## src/rtl/sync_counter_pkg.sv

```systemverilog
// Shared width default and count type for the synchronous counter slice.
package sync_counter_pkg;

  localparam int DEFAULT_WIDTH = 4;

  typedef logic [DEFAULT_WIDTH-1:0] count_t;

endpackage : sync_counter_pkg

```

## src/rtl/sync_counter_tff.sv

```systemverilog
// Single T flip-flop with asynchronous clear; one bit of the counter.
// Latency: toggles on the rising edge after t_i is sampled high.
// No backpressure: the flop updates on every edge.
module sync_counter_tff (
  input  logic clk_i,
  input  logic rst_n_i,
  input  logic t_i,
  output logic q_o
);

  always_ff @(posedge clk_i or negedge rst_n_i) begin
    if (!rst_n_i) begin
      q_o <= 1'b0;
    end else begin
      q_o <= q_o ^ t_i;
    end
  end

endmodule : sync_counter_tff

```

## src/rtl/sync_counter_4bit.sv

```systemverilog
// Free-running synchronous binary up-counter built from T flip-flops.
// Latency: 1 cycle from reset release to q_o=1; q_o advances every edge.
// No backpressure: no enable or load, the count advances on every clock.
module sync_counter_4bit
  import sync_counter_pkg::*;
#(
  parameter int WIDTH = DEFAULT_WIDTH
) (
  input  logic             clk_i,
  input  logic             rst_n_i,
  output logic [WIDTH-1:0] q_o
);

  // Each bit keeps its own toggle term so the carry is a serial AND chain:
  // bit i toggles once every lower bit is 1.
  for (genvar i = 0; i < WIDTH; i++) begin : g_bit
    logic t;

    if (i == 0) begin : g_lsb
      assign t = 1'b1;
    end else begin : g_carry
      assign t = g_bit[i-1].t & q_o[i-1];
    end

    sync_counter_tff u_tff (
      .clk_i   (clk_i),
      .rst_n_i (rst_n_i),
      .t_i     (t),
      .q_o     (q_o[i])
    );
  end

`ifndef SYNTHESIS
  logic rst_seen;

  always_ff @(posedge clk_i or negedge rst_n_i) begin
    if (!rst_n_i) begin
      rst_seen <= 1'b1;
    end
  end

  a_reset_zero : assert property (@(posedge clk_i) !rst_n_i |-> q_o == '0);

  a_increment : assert property (@(posedge clk_i) disable iff (rst_seen !== 1'b1)
    rst_n_i && $past(rst_n_i) |-> (q_o - $past(q_o)) == WIDTH'(1));

  a_no_x : assert property (@(posedge clk_i) (rst_seen === 1'b1) |-> !$isunknown(q_o));
`endif

endmodule : sync_counter_4bit

```

## config.mk

```make
export PLATFORM = sky130hd
export DESIGN_NAME = sync_counter_4bit
export DESIGN_NICKNAME = d
export VERILOG_FILES = /design/src/rtl/sync_counter_pkg.sv /design/src/rtl/sync_counter_tff.sv /design/src/rtl/sync_counter_4bit.sv
export SDC_FILE = /design/constraint.sdc
export NUM_CORES = 1
export LEC_CHECK = 0
export CELL_PAD_IN_SITES_DETAIL_PLACEMENT = 1
export CELL_PAD_IN_SITES_GLOBAL_PLACEMENT = 1
export CORE_AREA = 2 2 39 41
export DETAILED_ROUTE_END_ITERATION = 12
export DIE_AREA = 0 0 41 43
export GPL_TIMING_DRIVEN = 0
export PLACE_DENSITY = 0.45
export REMOVE_ABC_BUFFERS = 1
export SETUP_SLACK_MARGIN = 0.02
export SYNTH_ARGS = -nofsm -noshare
export SYNTH_HDL_FRONTEND = slang
export SYNTH_SLANG_ARGS = --single-unit
```

## constraint.sdc

```tcl
create_clock -name clk_i -period 2.7 [get_ports clk_i]
set_input_delay 0.54 -clock clk_i [delete_from_list [all_inputs] [get_ports clk_i]]
set_output_delay 0.54 -clock clk_i [all_outputs]
set_load 0.01 [all_outputs]
```

==> impl_metrics.json, run 1 <==
{
  "critPathLaunchType": "flip-flop",
  "placed_area_um2": 207.7,
  "setup_viol": 0,
  "cts_hold_buf": 0,
  "gp_congestion": 0.4898,
  "synth-edff-count": 0,
  "finalClockSkew_ns": 0.0007052,
  "final_area_um2": 230.2,
  "rrSetupSlack_ns": 1.64,
  "cp-endpoint": "q_o[0]",
  "grt_pass1_vias": 99,
  "htreeDepth": 1,
  "die-area_um2": 1763,
  "drc": 0,
  "cts_tree": "built",
  "top_register": "g_bit.u_tff.q_o",
  "die_h_um": 43,
  "dp_hpwl_um": 189.9,
  "final_nets": 22,
  "period_share_pct": 62.37,
  "grt-ovfl-total": 0,
  "vias": 94,
  "worstPathMaxFanout": 3,
  "area_delta_synth_final_pct": 37.31,
  "crit_chain": "clkdlybuf4s50_1",
  "rows": 14,
  "cap_violations": 0,
  "finish.utilization_pct": 16.64,
  "crit_slowest_cell": "clkdlybuf4s50_1",
  "coreArea_um2": 1384,
  "postRouteAntennaNets": 0,
  "netlist_instances": 12,
  "fin_crit_ns": 1.684,
  "drv_slew": 0,
  "antenna_cells": 0,
  "r2r-end": "g_bit[3].u_tff.q_o$_DFF_PN0_",
  "worstSetupPathType": "reg -> out",
  "io_buffers": 5,
  "status": "finished, final reports clean",
  "drt-total-wl_um": 237,
  "synth_common_cells": "4 x buf_4, 4 x dfrtp_1, 2 x ha_1, 1 x inv_1, 1 x xor2_1",
  "synth_flop_cell": "dfrtp_1",
  "fmax_ghz": 0.5939,
  "seq_area_frac_synth_pct": 59.70,
  "drtIter0Drc": 0,
  "synth_top_area_share_pct": 59.70,
  "ios": 6,
  "synth_warnings": 0,
  "start_util_pct": 12.12,
  "path_buf_inv": 1,
  "avgSynthCellArea_um2": 13.97,
  "cts_root_buf": "clkbuf_4",
  "synth_top_cell_by_area": "dfrtp_1",
  "leakage_nw": 0.1222,
  "max_slew_margin_pct": 88.13,
  "ir_worst_vdd_mv": 0.08524,
  "die_x_um": 41,
  "largest_reg_flops": 4,
  "r2r-start": "g_bit[0].u_tff.q_o$_DFF_PN0_",
  "worstMarginPinSlew_ns": 0.1775,
  "netlist_area_um2": 167.7,
  "finalSetupTns_ns": 0,
  "cts_buffers": 3,
  "async_flop_share_pct": 100.0,
  "path_depth": 1,
  "avgRoutedWirePerCell_um": 7.406,
  "grt_pass1_wl_um": 331,
  "rsz0062_at_grt": "no",
  "critPathMaxStageDelay_ns": 0.55,
  "synth_area_leaders": "dfrtp_1 60%, buf_4 18%, ha_1 15%",
  "worstRegToRegCells": 3,
  "cp-end-kind": "output port",
  "hold_depth": 1,
  "post_cts_resized": 0,
  "drive_gt1_share_pct": 18.75,
  "via_per_inst": 2.938,
  "first_pass_iters": 1,
  "finalHoldViolCount": 0,
  "startpoint": "g_bit[0].u_tff.q_o$_DFF_PN0_",
  "clockBufferDepth": 2,
  "ys_types": 5,
  "arrival_ns": 1.14,
  "cp_top_family": "buffers and inverters",
  "postCtsSetupBuffers": 0,
  "grt_max_degree": 5,
  "antenna_found_initial": 0,
  "ys_ff_latch": 4,
  "clock_latency_ns": 0.23,
  "grt_usage_pct": 3.734,
  "top_regs": "g_bit.u_tff.q_o x4",
  "p_per_area_nw_per_um2": 584.8,
  "cts.clk_slew.worst_paths_ns": 0.03,
  "critPathRequiredTime_ns": 2.16,
  "cts_sinks": 4,
  "hold_class": "reg -> reg"
}
per-stage QoR:
stage	std cells	total power, mW	setup slack [ns]	hold WS, ns
after global routing	32	0.1442	0.9791	0.4706
final	32	0.1346	1.016	0.4540
after global placement	29	0.06347	1.263	0.4411
after CTS	32	0.1389	1.003	0.4513
after detailed placement	29	0.06340	1.256	0.4467
after floorplan	8	0.06106	1.635	0.2444
metal layers:
metal  vias up  GRT usage (%)  routed length [um]  part of all wire [%]
li1         43              -                   -                     -
met1        45          2.941                  76                    32
met2         6          3.125                 108                    46
met3         0          4.712                  52                    22
met4         0          6.000                   0                     0
met5         -              0                   0                     0
cell type report:
cell class                      count  area, um^2
Timing Repair Buffer                5       50.05
Multi-Input combinational cell      3       33.78
Fill cell                         156        1154
Inverter                            1       3.754
Tap cell                           16       20.02
Sequential cell                     4       100.1
Clock buffer                        3       22.52
where the power goes:
| part | total [mW] | internal (mW) | switching [mW] |
|---|---|---|---|
| sequential | 0.0603 | 0.0603 | 0 |
| combinational | 0.00232 | 0.00129 | 0.00104 |
| clock | 0.0720 | 0.0496 | 0.0224 |
| total | 0.135 | 0.111 | 0.0234 |
logic make-up (layout without fill, tap and decap cells):
family | Yosys count | after routing | synth area share [%]
XOR/XNOR | 1 | 1 | 5.225
adder cells (fa/ha/maj) | 2 | 2 | 14.92
buffers and inverters | 5 | 9 | 20.15
flip-flops | 4 | 4 | 59.70
cells in the final DEF (no fill, tap or decap):
master and instances:
clkbuf_4 3, clkdlybuf4s50_1 5, dfrtp_1 4, ha_1 2, inv_1 1, xor2_1 1
how the worst min path moves through the flow:
stage | end | from
2_1_floorplan | g_bit[0].u_tff.q_o$_DFF_PN0_ | rst_n_i
3_3_place_gp | g_bit[0].u_tff.q_o$_DFF_PN0_ | g_bit[0].u_tff.q_o$_DFF_PN0_
3_5_place_dp | g_bit[0].u_tff.q_o$_DFF_PN0_ | g_bit[0].u_tff.q_o$_DFF_PN0_
4_1_cts | g_bit[0].u_tff.q_o$_DFF_PN0_ | g_bit[0].u_tff.q_o$_DFF_PN0_
5_1_grt | g_bit[0].u_tff.q_o$_DFF_PN0_ | g_bit[0].u_tff.q_o$_DFF_PN0_
6_report | g_bit[0].u_tff.q_o$_DFF_PN0_ | g_bit[0].u_tff.q_o$_DFF_PN0_
(Power assumes the default switching activity.)
==> run 2: changes to the inputs <==
Settings changed: PLACE_DENSITY 0.45 to 0.46.
Clock period 2.7 ns to 1.5 ns, I/O delays scaled along.
==> run 2 against run 1 <==
Net effect:
- clock power rose by 79%
- highest routed layer unchanged
- worst hold slack lost 0.18 ns
- non-clock buffer count stayed put
- largest cell class unchanged
- sequential share of layout area decreased by 0.47 points
- worst setup slack got worse by 0.93 ns
- cell count unchanged
- die area did not move
==> impl_metrics.json, run 2 (same netlist as run 1, synthesis figures left out) <==
{
  "die_h_um": 43,
  "cap_violations": 0,
  "via_per_inst": 2.875,
  "met3_length_um": 47,
  "rsz0062_at_grt": "no",
  "worstSetupPathType": "reg -> out",
  "critPathMaxStageDelay_ns": 0.54,
  "fin_crit_ns": 1.416,
  "cts_sinks": 4,
  "period_share_pct": 94.41,
  "antenna_found_initial": 0,
  "ios": 6,
  "drtIter0Drc": 0,
  "coreArea_um2": 1384,
  "top_register": "g_bit.u_tff.q_o",
  "die-area_um2": 1763,
  "drv_slew": 0,
  "crit_slowest_cell": "clkdlybuf4s50_1",
  "r2r-start": "g_bit[0].u_tff.q_o$_DFF_PN0_",
  "placed_area_um2": 207.7,
  "finalClockSkew_ns": 0.001016,
  "first_pass_iters": 1,
  "drt-total-wl_um": 224,
  "htreeDepth": 1,
  "largest_reg_flops": 4,
  "drive_gt1_share_pct": 18.75,
  "max_slew_margin_pct": 87.87,
  "leakage_nw": 0.1218,
  "cts.clk_slew.worst_paths_ns": 0.04,
  "final_nets": 22,
  "postRouteAntennaNets": 0,
  "rows": 14,
  "placedCellCount": 29,
  "path_buf_inv": 1,
  "wl_met2_um": 108,
  "ir_worst_vdd_mv": 0.1528,
  "clock_latency_ns": 0.23,
  "total_power_mw": 0.2417,
  "gp_congestion": 0.4843,
  "cp-end-kind": "output port",
  "p_per_area_nw_per_um2": 1039,
  "cts_buffers": 3,
  "critPathRequiredTime_ns": 1.20,
  "finalHoldViolCount": 0,
  "grt_pass1_wl_um": 351,
  "die_x_um": 41,
  "io_buffers": 5,
  "area_delta_synth_final_pct": 38.81,
  "antenna_cells": 0,
  "hold_class": "in -> async",
  "setup_viol": 0,
  "cts_tree": "built",
  "cp_top_family": "buffers and inverters",
  "start_util_pct": 12.12,
  "holdWs_ns": 0.2716,
  "top_regs": "g_bit.u_tff.q_o x4",
  "setup_slack_ns": 0.08378,
  "finish.utilization_pct": 16.82,
  "worstMarginPinSlew_ns": 0.1814,
  "cts_root_buf": "clkbuf_4",
  "crit_chain": "clkdlybuf4s50_1",
  "avgRoutedWirePerCell_um": 7.000,
  "nFillCells": 158,
  "status": "finished, final reports clean",
  "arrival_ns": 1.12,
  "final_cells": 32,
  "grt_pass1_vias": 110,
  "vias": 92,
  "worstPathMaxFanout": 2,
  "most-common-layout-cells": "4 x dfrtp_1, 4 x clkdlybuf4s50_1, 3 x clkbuf_4, 2 x ha_1",
  "drt-met1-wl_um": 68,
  "critPathLaunchType": "flip-flop",
  "grt_usage_pct": 3.939,
  "fmax_ghz": 0.7061,
  "grt-ovfl-total": 0,
  "final_area_um2": 232.7,
  "grt_max_degree": 5,
  "startpoint": "g_bit[3].u_tff.q_o$_DFF_PN0_",
  "drc": 0,
  "finalSetupTns_ns": 0,
  "cts_hold_buf": 0,
  "clockBufferDepth": 2,
  "highest_layer": "met3",
  "post-place-ws_ns": 0.2914
}
run 2: cell types whose count changed in the layout (fill, tap and decap cells not counted), sizes merged:
cell,previous run,this run
dlymetal6s2s,0,1
clkdlybuf4s50,5,4
run 2: timing repair:
action	CTS	global route
resized for setup	0	1
setup buffers	0	0
setup endpoints to repair	0	1
run 2: final timing paths:
| kind | to | slack (ns) | cells after the start |
|---|---|---|---|
| setup / recovery | q_o[3] | 0.08 | 1 |
| max in group asynchronous | g_bit[0].u_tff.q_o$_DFF_PN0_ | 1.06 | 1 |
| hold reg to reg | g_bit[0].u_tff.q_o$_DFF_PN0_ | 0.45 | 1 |
| hold / removal | g_bit[2].u_tff.q_o$_DFF_PN0_ | 0.27 | 1 |
| min in group clk_i | g_bit[0].u_tff.q_o$_DFF_PN0_ | 0.45 | 1 |
| setup reg to reg | g_bit[3].u_tff.q_o$_DFF_PN0_ | 0.45 | 3 |
run 2: final cells by class:
cell class                      count  area [um^2]  area share [%]
Sequential cell                     4        100.1           43.01
Tap cell                           16        20.02           8.602
Clock buffer                        3        22.52           9.677
Multi-Input combinational cell      3        33.78           14.52
Inverter                            1        3.754           1.613
Timing Repair Buffer                5        52.55           22.58
run 2: power breakdown:
part,switching (mW),internal [mW]
Sequential,0,0.109
Clock,0.0397,0.0892
Combinational,0.00191,0.00231
Total,0.0417,0.200
run 2: metal layers:
layer,vias to the layer above,track usage [%]
li1,41,-
met3,0,3.141
met5,-,0
met1,45,2.295
met4,0,8.000
met2,6,4.375
